$ cat src/rtl/mux_scan_sequencer.sv
// mux_scan_sequencer: steps an 8:1 mux select through channels 0..7 and assembles one sample per channel into a frame
//
// Ports:
//   clk_i           system clock, all state updates on the rising edge
//   reset_i         synchronous active-high reset
//   start_i         request one scan, honoured only in IDLE or DONE
//   continuous_i    when high, DONE goes straight back to SCAN
//   mux_out_i       output of the multiplexer being scanned
//   sel_o[2:0]      channel select driven to the multiplexer
//   busy_o          high while scanning
//   frame_o[7:0]    last completed frame, bit i sampled while sel_o == i
//   frame_valid_o   one-cycle pulse on the cycle frame_o updates
module mux_scan_sequencer #(
    parameter int DWELL = 4
) (
    input  logic       clk_i,
    input  logic       reset_i,
    input  logic       start_i,
    input  logic       continuous_i,
    input  logic       mux_out_i,
    output logic [2:0] sel_o,
    output logic       busy_o,
    output logic [7:0] frame_o,
    output logic       frame_valid_o
);
    typedef enum logic [1:0] {IDLE, SCAN, DONE} state_t;
    localparam logic [7:0] LAST = 8'(DWELL - 1);
    state_t      state_q;
    logic [7:0]  cnt_q;
    logic [2:0]  sel_q;
    logic [6:0]  shadow_q;
    logic [7:0]  frame_q;
    logic        busy_q;
    logic        valid_q;
    assign sel_o         = sel_q;
    assign busy_o        = busy_q;
    assign frame_o       = frame_q;
    assign frame_valid_o = valid_q;
    // Samples are taken on the last dwell cycle so the mux has DWELL-1 cycles to settle.
    // The shadow register shifts in from the top, so after channel 6 it holds {s6..s0}.
    always_ff @(posedge clk_i) begin
        if (reset_i) begin
            state_q  <= IDLE;
            cnt_q    <= '0;
            sel_q    <= '0;
            shadow_q <= '0;
            frame_q  <= '0;
            busy_q   <= 1'b0;
            valid_q  <= 1'b0;
        end else begin
            case (state_q)
                IDLE: begin
                    if (start_i) begin
                        state_q <= SCAN;
                        busy_q  <= 1'b1;
                        cnt_q   <= '0;
                        sel_q   <= '0;
                    end
                end
                SCAN: begin
                    if (cnt_q == LAST) begin
                        cnt_q <= '0;
                        if (sel_q != 3'd7) begin
                            shadow_q <= {mux_out_i, shadow_q[6:1]};
                            sel_q    <= sel_q + 3'd1;
                        end else begin
                            frame_q <= {mux_out_i, shadow_q};
                            valid_q <= 1'b1;
                            busy_q  <= 1'b0;
                            sel_q   <= '0;
                            state_q <= DONE;
                        end
                    end else begin
                        cnt_q <= cnt_q + 8'd1;
                    end
                end
                DONE: begin
                    valid_q <= 1'b0;
                    cnt_q   <= '0;
                    sel_q   <= '0;
                    if (continuous_i || start_i) begin
                        state_q <= SCAN;
                        busy_q  <= 1'b1;
                    end else begin
                        state_q <= IDLE;
                    end
                end
                default: state_q <= IDLE;
            endcase
        end
    end
endmodule

$ cat config.mk
export PLATFORM = sky130hd
export DESIGN_NAME = mux_scan_sequencer
export DESIGN_NICKNAME = d
export VERILOG_FILES = /design/src/rtl/mux_scan_sequencer.sv
export SDC_FILE = /design/constraint.sdc
export NUM_CORES = 1
export LEC_CHECK = 0
export BUFFER_PORTS_ARGS = -buffer_cell sky130_fd_sc_hd__buf_4
export CAP_MARGIN = 20
export CORE_ASPECT_RATIO = 0.9
export CORE_MARGIN = 4
export CORE_UTILIZATION = 35
export DETAILED_ROUTE_END_ITERATION = 6
export PLACE_DENSITY = 0.51
export SLEW_MARGIN = 20
export SYNTH_ARGS = -nofsm -noshare
export SYNTH_HDL_FRONTEND = slang
export SYNTH_SLANG_ARGS = --single-unit
$ cat constraint.sdc
create_clock -name clk_i -period 4.3 [get_ports clk_i]
set_input_delay 0.645 -clock clk_i [delete_from_list [all_inputs] [get_ports clk_i]]
set_output_delay 0.645 -clock clk_i [all_outputs]
set_load 0.01 [all_outputs]
==> results.yml, run 1 <==
place:
  dp_hpwl_um: 1740
  place_ws_ps: 2140
  portBuffers: 17
  placed_area_um2: 1410
  gp_congestion: 0.737
synth:
  ys_types: 30
  yosysWarnings: 0
  synthArstFlopShare: 0
  synth_area_leaders: "dfxtp_1 (48%), mux2i_1 (12%), nor2_1 (7.1%)"
  avgSynthCellArea_um2: 9.55
  synth_edf_count: 0
  synth_cells: 132
  synth_area_leader_cell: "dfxtp_1"
  syn-num-nets: 140
  syn-cell-area_um2: 1260
  synth_top_area_share: 0.476
  ys_ff_latch: 30
  ys.flop_type: "dfxtp_1"
  yosysMostFrequentCell: "dfxtp_1"
  synth_commonest_cells: "dfxtp_1 (30), nor2_1 (24), mux2i_1 (15)"
  yosysSeqAreaShare: 0.476
floorplanning:
  die_w_um: 71.3
  start_util: 0.368
  die_area_um2: 4630
  num_rows: 20
  ios: 18
  coreArea_um2: 3430
  die_h_um: 65.0
worst_setup_path:
  slowest_stage: "nand4_1"
  r2r-end: "frame_o[0]$_SDFFE_PP0P_"
  crit_path_cell_trace: "ha_1 -> nor4b_4 -> nand4_1 -> mux2i_1 -> nor2_1"
  r2r_start: "cnt_q[0]$_SDFFE_PP0P_"
  required_ps: 4450
  reg2reg_depth: 5
  cp_slowest_stage_delay_ps: 620
  cp-end-kind: "register"
  rrSetupSlack_ps: 2160
  crit_type: "register to register"
  cp.buffers_inverters: 0
  critPathTopFamily: "simple AND/OR/NAND/NOR gates"
  crit_fanout: 11
  crit_arrival_ps: 2300
  critPathLaunchType: "register"
routing:
  drt_pre_antenna_iters: 4
  wl_um: 2420
  first_iter_violations: 30
  wl_per_cell_um: 12.4
  num_vias: 960
  drc_errors: 0
  viasPerCell: 4.92
  ant_nets: 0
pwr:
  power.switching_uw: 115
  intPower_uw: 419
  combinationalPowerShare: 0.047
  finalPower_uw: 535
  sequentialPowerShare: 0.531
  p_clk_frac: 0.422
  p_leak_uw: 0.000642
  switching_share: 0.216
  power_density_nw_per_um2: 356
  vdd_drop_max_mv: 0.224
cts:
  insertion_delay_ps: 270
  path_clk_slew_ps: 60
  cts_tree: "built"
  cts_setup_buffers: 0
  cts-buffers-inserted: 5
  cts_hold_buf: 0
  cts.repair.resized: 0
  cts-root-buf: "clkbuf_8"
  cts_buffer_depth: 2
  htreeDepth: 2
  cts_num_sinks: 30
sta:
  maxSlewViolCount: 0
  hold_viol_final: 0
  max_freq_mhz: 467
  rsz0062_at_grt: "no"
  setup_tns_ps: 0
  setup_viol: 0
  period_needed_ps: 2140
  tightest_slew_ps: 680
  max_slew_margin: 0.546
  fin_skew_ps: 4.87
  finalCritPeriodShare: 0.498
  setup_slack_ps: 2160
  hold_ws_ps: 490
cells_and_area:
  final_nets: 158
  area_delta_synth_final_pct: 19.1
  antenna_cells: 0
  drive_gt1_frac: 0.199
  fin_area_um2: 1500
grt:
  grt_max_degree: 26
  overflow: 0
  grt_pass1_vias: 919
  grt_pass1_wl_um: 4240
  antenna_found_initial: 0
  grtUsageTotal: 0.116
run_status:
  outcome: "completed"
flow_run:
  drv_cap: 0
worst_hold_path:
  min_from: "frame_valid_o$_SDFFE_PP0P_"
  hold_depth: 2
  hold_end: "frame_valid_o$_SDFFE_PP0P_"
  hold_path.class: "register to register"
==> cell type report <==
| class | count | area, um^2 |
|---|---|---|
| Inverter | 3 | 11.3 |
| Tap cell | 44 | 55.1 |
| Multi-Input combinational cell | 93 | 617 |
| Timing Repair Buffer | 17 | 128 |
| Clock inverter | 1 | 5.00 |
| Fill cell | 345 | 1930 |
| Sequential cell | 30 | 601 |
| Clock buffer | 7 | 86.3 |
==> metrics by stage <==
step                      std cells  utilization
after floorplan                 132            -
after global placement          187        0.412
after detailed placement        187        0.412
after CTS                       195        0.438
after global routing            195        0.438
final                           195        0.438
==> placed cells by master (no fill, tap or decap), drive strengths merged, types with 2 or more instances in the layout <==
cell     n
a21oi    7
a31oi    2
and3     2
buf     17
clkbuf   7
dfxtp   30
ha       3
inv      3
mux2i   15
nand2    7
nand3    8
nand4    4
nor2    24
nor3     2
o21ai    4
or3b     2
xor2     4
==> flip-flops by register name (all words and copies together), names as in the netlist <==
register / cells
cnt_q: 8
shadow_q: 7
state_q: 2
busy_o: 1
frame_o: 8
sel_o: 3
frame_valid_o: 1
==> worst max path at each step <==
stage                     depth (start not counted)                      end                   from
after detailed placement                          5  frame_o[0]$_SDFFE_PP0P_  cnt_q[0]$_SDFFE_PP0P_
after floorplan                                   5    cnt_q[7]$_SDFFE_PP0P_                start_i
final                                             5  frame_o[0]$_SDFFE_PP0P_  cnt_q[0]$_SDFFE_PP0P_
after global routing                              5  frame_o[7]$_SDFFE_PP0P_  cnt_q[0]$_SDFFE_PP0P_
after CTS                                         5  frame_o[0]$_SDFFE_PP0P_  cnt_q[0]$_SDFFE_PP0P_
after global placement                            5  frame_o[1]$_SDFFE_PP0P_  cnt_q[0]$_SDFFE_PP0P_
==> layer usage <==
layer / global-route usage / up-vias / wire length [um]
met3: 0.0558 / 2 / 111
li1: - / 496 / -
met1: 0.148 / 447 / 1210
met4: 0.0352 / 0 / 19
met2: 0.173 / 15 / 1080
met5: 0 / - / 0
==> worst min-delay path, cell delays in order (launching register included) <==
cell and delay [ps]:
dfxtp_1 310, o21ai_0 70, a21oi_1 60
==> power by group through the flow <==
stage | registers, uW | logic [uW] | clock network (uW)
4_1_cts | 284 | 25.7 | 232
3_3_place_gp | 290 | 25.6 | 0
6_report | 284 | 25.3 | 226
3_5_place_dp | 290 | 25.5 | 0
5_1_grt | 284 | 28.5 | 249
2_1_floorplan | 290 | 17.4 | 0
==> cell families (layout without fill, tap and decap cells) <==
family	count (synthesis)	in the layout	synth area share
mux	15	15	0.119
simple gates	55	55	0.235
fa+ha+maj	3	3	0.0298
flops	30	30	0.476
compound gates	16	16	0.0774
xor+xnor	4	4	0.0278
buf+inv	9	28	0.0347
Note: power is estimated with default switching activity, not from simulation.
==> inputs of run 2 (changes only) <==
==> constraint.sdc (replaced) <==
create_clock -name clk_i -period 2 [get_ports clk_i]
set_input_delay 0.3 -clock clk_i [delete_from_list [all_inputs] [get_ports clk_i]]
set_output_delay 0.3 -clock clk_i [all_outputs]
set_load 0.01 [all_outputs]
==> run 2 against run 1 <==
Net effect:
- sequential share of layout area is 0.26 points lower
- sequential power increased by 110%
- first-iteration DRC count rose by 3.3%
- total power rose by 110%
- critical path type unchanged
- largest cell class unchanged
- largest power group unchanged
==> results.yml, run 2 (synthesis results as in run 1) <==
floorplanning:
  start_util: 0.368
  ios: 18
  coreArea_um2: 3430
  die_h_um: 65.0
  num_rows: 20
  die_area_um2: 4630
  die_w_um: 71.3
worst_setup_path:
  crit_fanout: 8
  cp.depth: 5
  reg2reg_depth: 5
  required_ps: 2160
  cp_slowest_stage_delay_ps: 510
  critPathLaunchType: "register"
  slowest_stage: "and4b_1"
  cp-end-kind: "register"
  crit_arrival_ps: 1920
  crit_type: "register to register"
  crit_path_cell_trace: "ha_1 -> nor4b_4 -> and4b_1 -> mux2i_1 -> nor2_1"
  critPathTopFamily: "simple AND/OR/NAND/NOR gates"
  cp.buffers_inverters: 0
grt:
  grt_max_degree: 26
  grt_pass1_vias: 999
  overflow: 0
  antenna_found_initial: 0
  grt_pass1_wl_um: 4550
  grtUsageTotal: 0.128
flow_run:
  drv_cap: 0
routing:
  drc_errors: 0
  first_iter_violations: 31
  viasPerCell: 4.99
  wl_um: 2570
  ant_nets: 0
  drt_pre_antenna_iters: 4
  num_vias: 983
  wl_per_cell_um: 13.0
place:
  placed_area_um2: 1430
  dp_hpwl_um: 1790
  portBuffers: 17
  gp_congestion: 0.718
cts:
  cts_setup_buffers: 0
  cts-root-buf: "clkbuf_8"
  cts_tree: "built"
  insertion_delay_ps: 280
  cts-buffers-inserted: 5
  cts_buffer_depth: 2
  cts.repair.resized: 0
  htreeDepth: 2
  cts_num_sinks: 30
  cts_hold_buf: 0
  path_clk_slew_ps: 60
sta:
  finalCritPeriodShare: 0.883
  tightest_slew_ps: 441
  max_freq_mhz: 566
  hold_ws_ps: 287
  period_needed_ps: 1770
  maxSlewViolCount: 0
  setup_viol: 0
  fin_skew_ps: 5.83
  setup_tns_ps: 0
  max_slew_margin: 0.706
  rsz0062_at_grt: "no"
  hold_viol_final: 0
cells_and_area:
  area_delta_synth_final_pct: 19.9
  layout_common_cells: "dfxtp_1 (30), nor2_1 (24), buf_4 (20), mux2i_1 (15), nand3_1 (8)"
  drive_gt1_frac: 0.216
  antenna_cells: 0
  n_fill_cell: 350
  fin_area_um2: 1510
  final_nets: 161
  final_common_cell: "dfxtp_1"
worst_hold_path:
  hold_depth: 3
  hold_path.class: "primary input to register"
pwr:
  vdd_drop_max_mv: 0.368
  power_density_nw_per_um2: 736
  p_leak_uw: 0.000652
run_status:
  outcome: "completed"
==> run 2: cell count changes in the layout (fill, tap and decap cells not counted) <==
| cell | before | now |
|---|---|---|
| buf_4 | 17 | 20 |
| clkbuf_1 | 1 | 0 |
| clkbuf_8 | 6 | 5 |
| clkinv_2 | 1 | 2 |
==> run 2: power by group <==
group          internal, uW  switching (uW)
clock network           233             216
registers               604            5.76
logic                  21.0            32.9
==> run 2: tightest hold or removal path, delay by kind of cell <==
family / cells / cell delay [ps]
AND/OR/NAND/NOR: 1 / 80
buffers and inverters: 1 / 80
multiplexers: 1 / 50
==> run 2: layout make-up <==
cell class | instances | area [um^2] | share of cell area
multi-input combinational | 93 | 617 | 0.408
sequential | 30 | 601 | 0.397
timing repair buffer | 20 | 150 | 0.0993
clock buffer | 5 | 68.8 | 0.0455
tap | 44 | 55.1 | 0.0364
inverter | 3 | 11.3 | 0.00744
clock inverter | 2 | 10.0 | 0.00662
==> run 2: worst paths after layout <==
check / from / end / slack (ps)
setup reg to reg: cnt_q[0]$_SDFFE_PP0P_ / shadow_q[6]$_SDFFE_PP0P_ / 230
hold reg to reg: frame_valid_o$_SDFFE_PP0P_ / frame_valid_o$_SDFFE_PP0P_ / 490
setup / recovery: cnt_q[0]$_SDFFE_PP0P_ / shadow_q[6]$_SDFFE_PP0P_ / 230
hold / removal: mux_out_i / frame_o[7]$_SDFFE_PP0P_ / 290
==> run 2: stage by stage <==
stage	power (uW)	std cells	util	setup WS, ps
3_5_place_dp	678	190	0.418	234
2_1_floorplan	660	132	-	406
6_report	1110	197	0.441	234
5_1_grt	1170	197	0.441	80.5
3_3_place_gp	678	190	0.418	300
4_1_cts	1130	197	0.441	204
==> run 2: layer usage <==
layer	part of all wire	track usage	vias up
li1	-	-	495
met1	0.49	0.161	467
met2	0.45	0.190	17
met3	0.048	0.0465	4
met4	0.013	0.0634	0
met5	0	0	-
